[config.mk]
export PLATFORM = sky130hd
export DESIGN_NAME = acc_writeback_ctrl
export DESIGN_NICKNAME = d
export VERILOG_FILES = /design/src/rtl/acc_writeback_ctrl.sv
export SDC_FILE = /design/constraint.sdc
export NUM_CORES = 1
export LEC_CHECK = 0
export CORE_MARGIN = 3
export CORE_UTILIZATION = 46
export CTS_BUF_LIST = sky130_fd_sc_hd__clkbuf_2 sky130_fd_sc_hd__clkbuf_4 sky130_fd_sc_hd__clkbuf_8
export CTS_CLUSTER_DIAMETER = 30
export DETAILED_ROUTE_END_ITERATION = 16
export PLACE_DENSITY = 0.94
export SLEW_MARGIN = 20
export SYNTH_ARGS = -nofsm -noshare
export SYNTH_HDL_FRONTEND = slang
export SYNTH_SLANG_ARGS = --single-unit
[constraint.sdc]
create_clock -name clk -period 4.72 [get_ports clk]
set_clock_uncertainty 0.05 [all_clocks]
set_input_delay 1.416 -clock clk [delete_from_list [all_inputs] [get_ports clk]]
set_output_delay 1.416 -clock clk [all_outputs]
set_load 0.01 [all_outputs]
[src/rtl/acc_writeback_ctrl.sv]
// acc_writeback_ctrl: streams N=MATRIX_SIZE^2 accumulators into DPRAM.
// Optional macro ACC_WB_SATURATE_EN selects saturating narrowing; otherwise the data wraps.
`default_nettype none

module acc_writeback_ctrl #(
   parameter int DATA_WIDTH     = 8,
   parameter int MATRIX_SIZE    = 8,
   parameter int ACC_WIDTH      = 32,
   parameter int ACC_ADDR_WIDTH = $clog2(MATRIX_SIZE*MATRIX_SIZE),
   parameter int DP_ADDR_WIDTH  = 10,
   parameter int SHIFT          = 0
) (
   input  logic                      clk,
   input  logic                      rst,
   input  logic                      start,
   input  logic                      abort,
   input  logic [DP_ADDR_WIDTH-1:0]  base_addr,
   output logic [ACC_ADDR_WIDTH-1:0] addr_acc,
   input  logic [ACC_WIDTH-1:0]      acc_out,
   output logic                      wb_we,
   output logic [DP_ADDR_WIDTH-1:0]  wb_addr,
   output logic [DATA_WIDTH-1:0]     wb_din,
   output logic                      busy,
   output logic                      done,
   output logic [1:0]                state_out
);

   localparam int N = MATRIX_SIZE * MATRIX_SIZE;
   localparam logic [ACC_ADDR_WIDTH-1:0] LAST_IDX = ACC_ADDR_WIDTH'(N - 1);

   typedef enum logic [1:0] {
      S_IDLE   = 2'd0,
      S_READ   = 2'd1,
      S_DRAIN  = 2'd2,
      S_FINISH = 2'd3
   } state_t;

   state_t                      state_q, state_d;
   logic [ACC_ADDR_WIDTH-1:0]   idx_q, idx_d;
   logic [DP_ADDR_WIDTH-1:0]    base_q, base_d;
   logic                        we_q, we_d;
   logic [DP_ADDR_WIDTH-1:0]    waddr_q, waddr_d;
   logic [DATA_WIDTH-1:0]       narrow;

   always_ff @(posedge clk or posedge rst) begin
      if (rst) begin
         state_q <= S_IDLE;
         idx_q   <= '0;
         base_q  <= '0;
         we_q    <= 1'b0;
         waddr_q <= '0;
      end else begin
         state_q <= state_d;
         idx_q   <= idx_d;
         base_q  <= base_d;
         we_q    <= we_d;
         waddr_q <= waddr_d;
      end
   end

   // The write for index k is staged one cycle behind addr_acc=k, matching the
   // one-cycle read latency of the accumulator array.
   always_comb begin
      state_d = state_q;
      idx_d   = idx_q;
      base_d  = base_q;
      we_d    = 1'b0;
      waddr_d = waddr_q;
      case (state_q)
         S_IDLE: begin
            if (start && !abort) begin
               base_d  = base_addr;
               idx_d   = '0;
               state_d = S_READ;
            end
         end
         S_READ: begin
            if (abort) begin
               idx_d   = '0;
               state_d = S_IDLE;
            end else begin
               we_d    = 1'b1;
               waddr_d = base_q + DP_ADDR_WIDTH'(idx_q);
               if (idx_q == LAST_IDX) begin
                  idx_d   = '0;
                  state_d = S_DRAIN;
               end else begin
                  idx_d = idx_q + 1'b1;
               end
            end
         end
         S_DRAIN: begin
            state_d = abort ? S_IDLE : S_FINISH;
         end
         default: begin
            state_d = S_IDLE;
         end
      endcase
   end

`ifdef ACC_WB_SATURATE_EN
   localparam logic signed [ACC_WIDTH-1:0] SAT_MAX =
      {{(ACC_WIDTH-DATA_WIDTH+1){1'b0}}, {(DATA_WIDTH-1){1'b1}}};
   localparam logic signed [ACC_WIDTH-1:0] SAT_MIN =
      {{(ACC_WIDTH-DATA_WIDTH+1){1'b1}}, {(DATA_WIDTH-1){1'b0}}};

   logic signed [ACC_WIDTH-1:0] shifted;

   always_comb begin
      shifted = $signed(acc_out) >>> SHIFT;
      narrow  = shifted[DATA_WIDTH-1:0];
      if (shifted > SAT_MAX) begin
         narrow = SAT_MAX[DATA_WIDTH-1:0];
      end else if (shifted < SAT_MIN) begin
         narrow = SAT_MIN[DATA_WIDTH-1:0];
      end
   end
`else
   always_comb begin
      narrow = DATA_WIDTH'($signed(acc_out) >>> SHIFT);
   end
`endif

   assign addr_acc  = (state_q == S_READ) ? idx_q : '0;
   assign wb_we     = we_q;
   assign wb_addr   = we_q ? waddr_q : '0;
   assign wb_din    = we_q ? narrow : '0;
   assign busy      = (state_q != S_IDLE);
   assign done      = (state_q == S_FINISH);
   assign state_out = state_q;

endmodule

`default_nettype wire

==> flow_metrics.py <==
metrics = {
    "status": {
        "status": "finished clean",
    },
    "timing": {
        "fin_setup_tns_ns": 0,
        "setup_violations": 0,
        "drv_slew": 0,
        "fin_ws_ns": 0.7227,
        "min_period_over_period_pct": 84.69,
        "hold_viol": 0,
        "worst_slew_pin_slew_ns": 0.5749,
        "layout_min_cycle_time_ns": 3.997,
        "hold_ws_ns": 0.4280,
        "relSlewSlack_pct": 61.62,
        "rsz0062_at_grt": "false",
        "max_freq_ghz": 0.2502,
    },
    "worst_setup_path": {
        "critPathMaxStageDelay_ns": 0.54,
        "timing.critical_path.cells": "clkdlybuf4s50_1 -> and2_1 -> clkdlybuf4s50_1",
        "slowest_stage": "clkdlybuf4s50_1",
        "critPathMaxFanout": 1,
        "critical_path.top_delay_family": "buffers and inverters",
        "rr_startpoint": "idx_q[0]$_DFFE_PP0P_",
        "path_buf_inv": 2,
        "startpoint_type": "input pin",
        "path_depth": 3,
        "critPathKind": "in2out",
        "crit_path_frequent_cell": "clkdlybuf4s50_1",
        "startpoint": "acc_out[1]",
        "critPathRequiredTime_ns": 3.25,
        "reg2reg_depth": 8,
        "crit_arrival_ns": 2.53,
        "cp-end-kind": "primary output",
    },
    "synthesis": {
        "avgSynthCellArea_um2": 9.846,
        "syn_nets": 222,
        "ys_warn_count": 0,
        "yosysTopAreaCell": "dfrtp_1",
        "synthTopCellsByArea": "dfrtp_1 (44%), and2_1 (9.1%), mux2_2 (6.1%)",
        "synth_seq_cells": 29,
        "synthCells": 168,
        "synthFlopType": "dfrtp_1",
        "synthArstFlopShare_pct": 100.0,
        "synth.most_common_cell": "dfrtp_1",
        "synth_edf_count": 0,
        "synth_cell_types": 40,
        "netlist_area_um2": 1654,
        "synthTopCellsByCount": "dfrtp_1 (29), and2_1 (24), o21ai_0 (18), nand2_1 (17)",
        "synth_top_area_share_pct": 43.87,
        "yosysSeqAreaShare_pct": 43.87,
    },
    "route": {
        "vias_per_cell": 5.240,
        "drt_wl_total_mm": 3.429,
        "wl_per_cell_um": 12.84,
        "dr.pass1.iters": 4,
        "final_antenna_net_count": 0,
        "drt_iter0_drc": 29,
        "drc": 0,
        "vias": 1399,
    },
    "place": {
        "gp_congestion": 0.8796,
        "pre_cts_slack_ns": 0.7140,
        "dp.cells": 260,
        "port_buffers": 50,
        "placed_area_um2": 2187,
        "dpl.hpwl_mm": 2.659,
    },
    "finish": {
        "fin_cells": 267,
        "diodes": 0,
        "seq_area_um2": 725.7,
        "fin_nets": 275,
        "finish.utilization_pct": 66.26,
        "n_fill_cell": 265,
        "stdcell_area_um2": 2246,
        "drive_above_1_share_pct": 10.41,
        "area_growth_pct": 35.78,
        "multi_input_area_um2": 869.6,
    },
    "power": {
        "powerDensity_nw_per_um2": 450.6,
        "pwr-share-comb_pct": 41.8,
        "p_seq_share_pct": 42.8,
        "ir_drop_v": 0.0002851,
        "internal_power_mw": 0.6533,
        "clkPwrFrac_pct": 15.4,
        "swShare_pct": 35.45,
        "power_mw": 1.012,
        "p_sw_mw": 0.3588,
        "p_leak_nw": 0.9718,
    },
    "global_routing": {
        "antenna_found_initial": 0,
        "gr-total-overflow": 0,
        "first_global_vias": 1420,
        "grt_pass1_wl_mm": 5.885,
        "grt_max_degree": 30,
        "grt.total_usage_pct": 17.41,
    },
    "clock_network": {
        "cts_setup_buffers": 0,
        "cts_made_buffers": 5,
        "cts_tree": "done",
        "cts_root_buf": "clkbuf_4",
        "hold_buffers": 0,
        "cts.clk_slew.worst_paths_ns": 0.09,
        "cts_resized": 0,
        "cts.sinks": 29,
        "clk_path_buf_depth": 2,
        "clkLatencyLatePin_ns": 0.32,
        "htreeDepth": 2,
    },
    "floorplan": {
        "start_util_pct": 48.80,
        "core_um2": 3390,
        "die_y_um": 65.97,
        "die_w_um": 65.97,
        "die-area_um2": 4351,
        "num_rows": 21,
        "ioPinCount": 75,
    },
    "job": {
        "drv_cap": 0,
    },
    "min_path": {
        "hp-class": "reg2reg",
        "hp-start": "waddr_q[8]$_DFFE_PP0P_",
        "min_path_cells": 2,
    },
}
[power by group through the flow]
stage                     Sequential [mW]  Combinational (mW)  Clock, mW
after detailed placement            0.439               0.425          0
after global routing                0.452               0.477      0.168
final                               0.433               0.423      0.156
after CTS                           0.434               0.427      0.159
after floorplan                     0.415               0.295          0
after global placement              0.431               0.409          0
[area by class of cell]
cell class	instances	share of cell area, %
well taps	46	2.563
flip-flops and latches	29	32.31
clock buffers	7	2.618
repair buffers	51	22.62
inverters	7	1.170
multi-input cells	127	38.72
[layout by cell type, fill, tap and decap left out, types with 2 or more instances in the layout]
cell type        netlist  final
a211oi_1               2      2
a21o_1                 2      2
a21oi_1                3      3
a31oi_1                3      3
and2_1                24     24
and3_1                 2      2
clkbuf_4               0      6
clkdlybuf4s50_1        0     50
dfrtp_1               29     29
ha_1                   7      7
inv_1                  7      6
mux2_2                 9      9
nand2_1               17     17
nand3_1                2      2
nor2_1                 9      9
nor3_1                 2      2
o21ai_0               18     18
o31ai_1                3      3
xnor2_1                4      4
xor2_1                 2      2
[registers in the layout, indices dropped and copies added (netlist names)]
signal and count:
idx_q 6, state_out 2, base_q 10, waddr_q 10
wb_we 1
[cell families after synthesis]
kind of cell / share of synthesized area [%]
and+or+nand+nor: 21.86
AOI/OAI and AO/OA: 14.30
DFF: 43.87
buffers and inverters: 3.555
muxes: 6.732
adders and majority gates: 6.505
xor gates and xnor gates: 3.177
[worst min-delay path, delay by kind of cell (launching register included)]
kind,cells,cell delay [ns]
flops,1,0.34
simple gates,2,0.11
[path summary, 6_finish.rpt]
path	end	slack, ns
setup / recovery	wb_din[1]	0.72
hold / removal	waddr_q[8]$_DFFE_PP0P_	0.43
setup reg to reg	waddr_q[6]$_DFFE_PP0P_	2.63
hold reg to reg	waddr_q[8]$_DFFE_PP0P_	0.43
max in group asynchronous	base_q[8]$_DFFE_PP0P_	2.82
min in group asynchronous	waddr_q[8]$_DFFE_PP0P_	1.42
[metal layers]
layer  vias to the layer above  wire, µm  GRT usage (%)
met3                         6       340          6.463
met1                       639      1391          19.41
met2                        68      1650          30.04
met5                         -         0              0
li1                        686         -              -
met4                         0        45          6.599
Power figures use the tool's default switching activity.
